`config.mk`:
```
export PLATFORM = sky130hd
export DESIGN_NAME = full_adder_reg
export DESIGN_NICKNAME = d
export VERILOG_FILES = /design/src/rtl/full_adder_reg.sv
export SDC_FILE = /design/constraint.sdc
export NUM_CORES = 1
export LEC_CHECK = 0
export BUFFER_PORTS_ARGS = -buffer_cell sky130_fd_sc_hd__buf_2
export CORE_AREA = 2 2 39 41
export DETAILED_ROUTE_END_ITERATION = 8
export DIE_AREA = 0 0 41 43
export SYNTH_ARGS = -nofsm -noshare
export SYNTH_HDL_FRONTEND = slang
export SYNTH_HIERARCHICAL = 1
export SYNTH_SLANG_ARGS = --single-unit
export TNS_END_PERCENT = 5
```
`constraint.sdc`:
```
create_clock -name clk -period 1 [get_ports clk]
set_clock_uncertainty 0.05 [all_clocks]
set_input_delay 0.2 -clock clk [delete_from_list [all_inputs] [get_ports clk]]
set_output_delay 0.2 -clock clk [all_outputs]
set_load 0.05 [all_outputs]
```
`src/rtl/full_adder_reg.sv`:
```
// Ripple-carry adder of 1-bit full-adder cells with sum, carry-out and signed overflow.
// Latency 1 cycle (REG_OUT=1) or 0 (REG_OUT=0); no backpressure, each valid input overwrites the result.

module full_adder_cell (
    input  logic a,
    input  logic b,
    input  logic cin,
    output logic s,
    output logic cout
);
    assign s    = a ^ b ^ cin;
    assign cout = (a & b) | (cin & (a ^ b));
endmodule

module full_adder_reg #(
    parameter int WIDTH   = 1,
    parameter int REG_OUT = 1
) (
    input  logic             clk,
    input  logic             rst_n,
    input  logic             in_valid,
    input  logic [WIDTH-1:0] a,
    input  logic [WIDTH-1:0] b,
    input  logic             cin,
    output logic [WIDTH-1:0] sum,
    output logic             carry,
    output logic             overflow,
    output logic             out_valid
);
    logic [WIDTH:0]   c;
    logic [WIDTH-1:0] sum_c;
    logic             carry_c;
    logic             ovf_c;

    assign c[0] = cin;

    for (genvar i = 0; i < WIDTH; i++) begin : g_cell
        full_adder_cell u_cell (
            .a    (a[i]),
            .b    (b[i]),
            .cin  (c[i]),
            .s    (sum_c[i]),
            .cout (c[i+1])
        );
    end

    assign carry_c = c[WIDTH];
    // Carry into the MSB differing from carry out of it marks signed overflow.
    assign ovf_c   = c[WIDTH] ^ c[WIDTH-1];

    if (REG_OUT != 0) begin : g_reg
        logic [WIDTH-1:0] sum_q;
        logic             carry_q;
        logic             ovf_q;
        logic             vld_q;

        always_ff @(posedge clk or negedge rst_n) begin
            if (!rst_n) begin
                sum_q   <= '0;
                carry_q <= 1'b0;
                ovf_q   <= 1'b0;
                vld_q   <= 1'b0;
            end else begin
                vld_q <= in_valid;
                // Data registers only load on valid, so idle-cycle inputs never reach them.
                if (in_valid) begin
                    sum_q   <= sum_c;
                    carry_q <= carry_c;
                    ovf_q   <= ovf_c;
                end
            end
        end

        assign sum       = sum_q;
        assign carry     = carry_q;
        assign overflow  = ovf_q;
        assign out_valid = vld_q;
    end else begin : g_comb
        logic unused_clk_rst;
        assign unused_clk_rst = clk ^ rst_n;

        assign sum       = sum_c;
        assign carry     = carry_c;
        assign overflow  = ovf_c;
        assign out_valid = in_valid;
    end
endmodule

```
==> results of run 1 <==
==> layout by cell type (no fill, tap or decap) <==
| cell type | count |
|---|---|
| a21oi_1 | 1 |
| buf_2 | 5 |
| buf_4 | 1 |
| buf_6 | 4 |
| clkbuf_4 | 3 |
| dfrtp_1 | 4 |
| dlygate4sd3_1 | 1 |
| fa_2 | 1 |
| mux2_2 | 2 |
| nor2_1 | 1 |
| xnor2_1 | 1 |
==> per-layer routing <==
metal	part of all wire, %	global-route usage (%)
met4	6.8	10.0
met3	16	3.14
met5	0	0
met1	42	7.24
met2	35	5.94
==> cell type report <==
type,instances,share of cell area (%)
clock buffer,3,7.69
multi-input combinational,6,21.4
sequential,4,34.2
tap,16,6.84
timing repair buffer,11,29.9
==> worst paths after layout <==
kind	to	slack (ns)	cells past startpoint	from
worst max-delay path	sum	-0.04	1	sum
worst min-delay path	out_valid	0.09	1	in_valid
worst max register to register	overflow	0.18	3	overflow
worst min register to register	sum	0.50	1	sum
max in group asynchronous	carry	0.53	2	rst_n
min in group asynchronous	sum	0.25	2	rst_n
==> worst register-to-register path, delay by kind of cell, from the launching register on <==
kind / cells / cell delay [ns]
DFF: 1 / 0.39
and+or+nand+nor: 1 / 0.08
buffers and inverters: 1 / 0.14
AOI/OAI and AO/OA: 1 / 0.05
==> repair_timing <==
item,4_1_cts,5_1_grt
endpoints found under the setup margin,4,5
hold buffers,1,0
buffers inserted,0,1
gates resized for setup,8,1
endpoints found under the hold margin,4,0
==> power by group <==
| group | leakage (nW) | internal (mW) | switching (mW) |
|---|---|---|---|
| registers | 0.0462 | 0.184 | 0.0161 |
| clock network | 0.0138 | 0.135 | 0.0700 |
| logic | 0.0725 | 0.0764 | 0.106 |
==> sequential cells by signal, summed over array words and instances (netlist names) <==
register	flops
carry	1
out_valid	1
overflow	1
sum	1
==> cells by family after synthesis <==
family / count (synthesis)
compound gates: 1
xor+xnor: 1
fa+ha+maj: 1
flops: 4
mux: 2
simple gates: 1
==> metrics by stage <==
step                setup TNS (ns)  util [%]  worst slack, ns  total power, mW
floorplan                   -0.155         -          -0.0759            0.296
global placement            -0.591      16.3           -0.222            0.340
detailed placement          -0.625      16.3           -0.222            0.343
CTS                         -0.137      20.4          -0.0488            0.591
global route                -0.198      21.2          -0.0621            0.629
finish                      -0.104      21.2          -0.0361            0.587
==> flow_summary.json, run 1 <==
{
  "setup_ws_ns": -0.0361,
  "num_rows": 14,
  "filler_cell_count": 154,
  "synth-edff-count": 0,
  "routed_wl_per_cell_um": 9.25,
  "dr.first_iter.drc_count": 0,
  "post_synth_inst_count": 10,
  "period_needed_ns": 1.04,
  "synth-compound-area-share_pct": 3.13,
  "ant_nets": 0,
  "detailroute.via_count": 134,
  "maxSlewViolCount": 0,
  "adder_cell_fraction_of_synth_area_pct": 12.5,
  "viasPerCell": 3.35,
  "grt_antenna_before_repair": 0,
  "worst_ep_arrival_time_ns": 0.79,
  "slew_headroom_pct": 91.9,
  "die_h_um": 43,
  "syn_area_um2": 160,
  "root_buffer_cell": "clkbuf_4",
  "critical-path-max-stage-delay_ns": 0.39,
  "floorplan.io_pins": 10,
  "netlist.area_leader.share_pct": 62.5,
  "synth_async_sr_flop_share_pct": 100,
  "ys_ff_latch": 4,
  "synth_top_cells_by_area": "dfrtp_1 63%, mux2_2 14%, fa_1 13%, xnor2_1 5.5%, a21oi_1 3.1%",
  "area_growth_pct": 82.8,
  "max-clock-path-buffers": 2,
  "final-hold-violation-count": 0,
  "largest_family_of_logic_cells_by_synthesized_area": "multiplexers",
  "synth-xor-area-share_pct": 5.47,
  "setup_viol_count_final": 3,
  "post-synth-top-area-cell": "dfrtp_1",
  "postRouteWirelength_um": 370,
  "p_leak_nw": 0.132,
  "clock_latency_at_the_later_pin_of_the_worst_skew_pair_ns": 0.23,
  "largest_net_degree_at_the_start_of_global_routing": 6,
  "cp_data_required_time_ns": 0.75,
  "dr.pass1.iters": 1,
  "reg_clk_slew_reported_paths_ns": 0.04,
  "track_usage_pct": 6.27,
  "peakVddDrop_uv": 298,
  "number_of_antenna_diodes": 0,
  "area_taken_by_flip_flops_and_latches_um2": 100,
  "critical_path_class": "reg -> out",
  "cap_viol_max_count": 0,
  "run_status": "finished with violations",
  "synth_simple_gate_area_share_pct": 2.34,
  "h-tree-depth": 1,
  "critical_path.slowest_cell": "dfrtp_1",
  "timing.critical_path.fanout_max": 2,
  "cts_made_buffers": 3,
  "placed_cells": 35,
  "worst-path-buf-inv": 1,
  "drive_above_1_share_pct": 66.7,
  "total_area_of_multi_input_combinational_cells_um2": 62.6,
  "path_cells": "buf_6",
  "synth.top_cells.by_count": "4 x dfrtp_1, 2 x mux2_2",
  "fin_nets": 33,
  "violations": "negative setup slack",
  "hold_ws_ns": 0.0937,
  "gp_congestion": 0.647,
  "die_width_um": 41,
  "cp-start-kind": "flop",
  "fmax_mhz": 965,
  "post-synth-top-count-cell": "dfrtp_1",
  "cts.sink_count": 4,
  "first_global_vias": 136,
  "total_core_area_um2": 1380,
  "final-instance-count-excl-fill": 40,
  "layout_worst_path_cycle_share_pct": 104,
  "synth.yosys.seq_area_share_pct": 62.5,
  "syn-mean-instance-area_um2": 16.0,
  "powerDensity_nw_per_um2": 2010,
  "numPortBuffers": 9,
  "timing.hold.worst.class": "in -> reg",
  "place_area_um2": 225,
  "worstSetupEndpointType": "output port",
  "synth_warnings": 6,
  "grt_first_pass_wirelength_um": 614,
  "tritoncts": "yes",
  "synth_flop_cell": "dfrtp_1",
  "die-area_um2": 1760,
  "remaining_drc_errors": 0,
  "synth.area.mux_share_pct": 14.1,
  "yosysUniqueCellTypes": 6,
  "total_nets_after_synthesis": 17,
  "global_route.overflow_total": 0,
  "unrepaired_setup_endpoints_after_global_routing": "yes",
  "initial_utilization_pct": 11.6,
  "critPathTopFamily": "flip-flops",
  "worst_max_slew_pin_slew_ns": 0.121,
  "final_cell_area_um2": 293
}
(Power assumes the default switching activity.)
==> run 2: changes to the inputs <==
--- a/config.mk
+++ b/config.mk
@@ -6,9 +6,12 @@
 export NUM_CORES = 1
 export LEC_CHECK = 0
 export BUFFER_PORTS_ARGS = -buffer_cell sky130_fd_sc_hd__buf_2
+export CELL_PAD_IN_SITES_DETAIL_PLACEMENT = 1
+export CELL_PAD_IN_SITES_GLOBAL_PLACEMENT = 2
 export CORE_AREA = 2 2 39 41
 export DETAILED_ROUTE_END_ITERATION = 8
 export DIE_AREA = 0 0 41 43
+export PLACE_DENSITY_LB_ADDON = 0.1
 export SYNTH_ARGS = -nofsm -noshare
 export SYNTH_HDL_FRONTEND = slang
 export SYNTH_HIERARCHICAL = 1
==> flow_summary.json, run 2 (synthesis gave the netlist of run 1 again) <==
{
  "setup_viol_count_final": 3,
  "floorplan.io_pins": 10,
  "track_usage_pct": 6.05,
  "layout.cells.most_common_list": "5 x buf_2, 4 x dfrtp_1, 4 x buf_6",
  "critical_path.reg2reg.endpoint": "carry",
  "slew_headroom_pct": 90.4,
  "grt_antenna_before_repair": 0,
  "dpl_worst_slack_ns": -0.219,
  "dr.first_iter.drc_count": 0,
  "critical-path-max-stage-delay_ns": 0.38,
  "number_of_antenna_diodes": 0,
  "gp_congestion": 0.579,
  "tritoncts": "yes",
  "fin_nets": 33,
  "worst-path-buf-inv": 1,
  "h-tree-depth": 1,
  "postRouteWirelength_um": 393,
  "critical_path.slowest_cell": "dfrtp_1",
  "die_width_um": 41,
  "clock_latency_at_the_later_pin_of_the_worst_skew_pair_ns": 0.24,
  "die-area_um2": 1760,
  "critPathTopFamily": "flip-flops",
  "cp_data_required_time_ns": 0.75,
  "critical_path_cell_count": 1,
  "run_status": "finished with violations",
  "ant_nets": 0,
  "fmax_mhz": 975,
  "drive_above_1_share_pct": 62.5,
  "remaining_drc_errors": 0,
  "viasPerCell": 3.18,
  "timing.critical_path.fanout_max": 2,
  "cap_viol_max_count": 0,
  "hpwlAfterDp_um": 309,
  "routed_wl_per_cell_um": 9.83,
  "cp-start-kind": "flop",
  "layout_worst_path_cycle_share_pct": 103,
  "first_global_vias": 151,
  "max-clock-path-buffers": 2,
  "final-hold-violation-count": 0,
  "r2r_setup_slack_ns": 0.19,
  "die_h_um": 43,
  "initial_utilization_pct": 11.6,
  "largest_net_degree_at_the_start_of_global_routing": 6,
  "detailroute.via_count": 127,
  "worst_max_slew_pin_slew_ns": 0.142,
  "worst_ep_arrival_time_ns": 0.78,
  "critical_path_class": "reg -> out",
  "path_cells": "buf_6",
  "worstHoldStart": "in_valid",
  "maxSlewViolCount": 0,
  "reg_clk_slew_reported_paths_ns": 0.04,
  "numPortBuffers": 9,
  "dr.pass1.iters": 1,
  "hold_ws_ns": 0.108,
  "powerDensity_nw_per_um2": 1980,
  "p_total_mw": 0.575,
  "cts_made_buffers": 3,
  "area_taken_by_flip_flops_and_latches_um2": 100,
  "worst-r2r-cell-count": 1,
  "filler_cell_count": 169,
  "reg2reg_start": "carry",
  "p_leak_nw": 0.133,
  "root_buffer_cell": "clkbuf_4",
  "total_area_of_multi_input_combinational_cells_um2": 60.1,
  "grt_first_pass_wirelength_um": 607,
  "cp-endpoint": "carry",
  "area_growth_pct": 81.2,
  "finished_core_util_pct": 21.0,
  "total_core_area_um2": 1380,
  "timing.hold.worst.class": "in -> reg",
  "unrepaired_setup_endpoints_after_global_routing": "yes",
  "violations": "negative setup slack",
  "setup_total_negative_slack_ns": -0.0586,
  "period_needed_ns": 1.03,
  "setup_ws_ns": -0.0259,
  "peakVddDrop_uv": 330,
  "num_rows": 14,
  "layout_commonest_cell": "buf_2",
  "global_route.overflow_total": 0,
  "worstSetupEndpointType": "output port",
  "whs_path_depth": 1,
  "cts.sink_count": 4,
  "cts.repair_timing.setup_buffer_count": 0,
  "setup.worst_path.start": "carry"
}
run 2: what timing repair did:
item / in CTS / in global routing
hold endpoints to repair: 4 / 0
resized for setup: 8 / 0
hold buffers: 1 / 0
setup endpoints to repair: 4 / 4
run 2: how the worst min path moves through the flow:
stage                            to  slack (ns)
after floorplan               carry       -0.15
after global placement          sum       -0.04
after detailed placement        sum       -0.03
after CTS                 out_valid        0.10
after global routing      out_valid        0.10
final                     out_valid        0.11
run 2: where the power goes:
group / switching [mW] / internal [mW] / leakage (nW)
Combinational: 0.105 / 0.0715 / 0.0734
Clock: 0.0673 / 0.134 / 0.0138
Sequential: 0.0131 / 0.184 / 0.0462
run 2: layer usage:
| layer | GRT usage [%] | up-vias | share of wire, % |
|---|---|---|---|
| li1 | - | 61 | - |
| met1 | 6.51 | 61 | 40 |
| met2 | 6.88 | 5 | 49 |
| met3 | 3.14 | 0 | 9.7 |
| met4 | 8.00 | 0 | 0 |
| met5 | 0 | - | 0 |
run 2: final cells by class:
cell class / instances / share of cell area (%)
multi-input cells: 6 / 20.7
flip-flops and latches: 4 / 34.5
well taps: 16 / 6.90
clock buffers: 3 / 7.76
repair buffers: 11 / 30.2
run 2: metrics by stage:
stage / instances / cell area (um^2)
floorplan: 10 / 160
global placement: 36 / 233
detailed placement: 36 / 233
CTS: 40 / 290
global route: 40 / 290
finish: 40 / 290
==> run 3: changes to the inputs <==
==> constraint.sdc (replaced) <==
create_clock -name clk -period 1.01 [get_ports clk]
set_clock_uncertainty 0.05 [all_clocks]
set_input_delay 0.202 -clock clk [delete_from_list [all_inputs] [get_ports clk]]
set_output_delay 0.202 -clock clk [all_outputs]
set_load 0.05 [all_outputs]
==> flow_summary.json, run 3 (synthesis gave the netlist of run 1 again) <==
{
  "reg2reg_start": "carry",
  "reg_clk_slew_reported_paths_ns": 0.04,
  "die-area_um2": 1760,
  "cts_made_buffers": 3,
  "critPathTopFamily": "flip-flops",
  "global_route.overflow_total": 0,
  "area_growth_pct": 81.2,
  "numPortBuffers": 9,
  "critical_path.reg2reg.endpoint": "carry",
  "fmax_mhz": 973,
  "slew_headroom_pct": 89.6,
  "worstSetupEndpointType": "output port",
  "setup_viol_count_final": 3,
  "setup_ws_ns": -0.0172,
  "layout_worst_path_cycle_share_pct": 102,
  "number_of_antenna_diodes": 0,
  "timing.critical_path.fanout_max": 2,
  "final-hold-violation-count": 0,
  "clock_latency_at_the_later_pin_of_the_worst_skew_pair_ns": 0.23,
  "viasPerCell": 3.40,
  "cap_viol_max_count": 0,
  "period_needed_ns": 1.03,
  "setup.worst_path.start": "carry",
  "p_leak_nw": 0.133,
  "total_core_area_um2": 1380,
  "worst_ep_arrival_time_ns": 0.78,
  "worst-r2r-cell-count": 1,
  "max-clock-path-buffers": 2,
  "fin_nets": 33,
  "violations": "negative setup slack",
  "powerDensity_nw_per_um2": 1950,
  "routed_wl_per_cell_um": 9.65,
  "cts.sink_count": 4,
  "finished_core_util_pct": 21.0,
  "largest_net_degree_at_the_start_of_global_routing": 6,
  "unrepaired_setup_endpoints_after_global_routing": "yes",
  "floorplan.io_pins": 10,
  "postRouteWirelength_um": 386,
  "ant_nets": 0,
  "hold_path_end": "out_valid",
  "initial_utilization_pct": 11.6,
  "drive_above_1_share_pct": 62.5,
  "dpl_worst_slack_ns": -0.203,
  "num_rows": 14,
  "layout_commonest_cell": "buf_2",
  "whs_path_depth": 1,
  "root_buffer_cell": "clkbuf_4",
  "die_width_um": 41,
  "run_status": "finished with violations",
  "remaining_drc_errors": 0,
  "r2r_setup_slack_ns": 0.20,
  "first_global_vias": 175,
  "worst-path-buf-inv": 1,
  "critical_path.slowest_cell": "dfrtp_1",
  "cp-start-kind": "flop",
  "grt_first_pass_wirelength_um": 627,
  "detailroute.via_count": 136,
  "h-tree-depth": 1,
  "worst_max_slew_pin_slew_ns": 0.156,
  "cp_data_required_time_ns": 0.76,
  "grt_antenna_before_repair": 0,
  "track_usage_pct": 6.05,
  "critical_path_class": "reg -> out",
  "dr.pass1.iters": 1,
  "die_h_um": 43,
  "maxSlewViolCount": 0,
  "gp_congestion": 0.589,
  "worstHoldStart": "in_valid",
  "dr.first_iter.drc_count": 0,
  "path_cells": "buf_6",
  "timing.hold.worst.class": "in -> reg",
  "critical-path-max-stage-delay_ns": 0.38,
  "tritoncts": "yes",
  "peakVddDrop_uv": 408,
  "layout.cells.most_common_list": "5 x buf_2, 4 x dfrtp_1, 4 x buf_6"
}
run 3: repair_timing:
item | CTS | global route
pin swaps | 0 | 0
endpoints found under the setup margin | 4 | 4
endpoints found under the hold margin | 4 | 0
cloned | 0 | 0
hold buffers | 1 | 0
gates resized for setup | 8 | 0
buffers inserted | 0 | 0
run 3: final cells by class:
cell class	count	area (um^2)
Multi-Input combinational cell	6	60.1
Sequential cell	4	100
Fill cell	161	1090
Tap cell	16	20.0
Clock buffer	3	22.5
Timing Repair Buffer	11	87.6
run 3: per-stage QoR:
step / hold WS, ns / total power, mW / cell area [um^2] / setup TNS (ns) / std cells
global route: 0.0962 / 0.605 / 290 / -0.153 / 40
global placement: -0.0340 / 0.342 / 233 / -0.603 / 36
detailed placement: -0.0362 / 0.341 / 233 / -0.601 / 36
floorplan: -0.144 / 0.293 / 160 / -0.131 / 10
CTS: 0.0924 / 0.581 / 290 / -0.0818 / 40
finish: 0.102 / 0.567 / 290 / -0.0400 / 40
run 3: how the worst max path moves through the flow:
| stage | to | slack, ns | depth (start not counted) |
|---|---|---|---|
| 3_5_place_dp | sum | -0.20 | 3 |
| 4_1_cts | carry | -0.03 | 1 |
| 2_1_floorplan | sum | -0.07 | 2 |
| 5_1_grt | carry | -0.05 | 1 |
| 3_3_place_gp | sum | -0.21 | 3 |
| 6_report | carry | -0.02 | 1 |
run 3: power breakdown:
group          total, mW  internal [mW]  switching, mW
Sequential         0.196          0.182         0.0139
Clock              0.197          0.133         0.0644
Combinational      0.174         0.0704          0.103
run 3: routing by layer:
layer  up-vias  track usage (%)  wire length (um)
met5         -                0                 0
met4         0             6.00                 0
met3         0             4.71                48
met2         7             7.81               194
met1        67             5.56               143
li1         62                -                 -
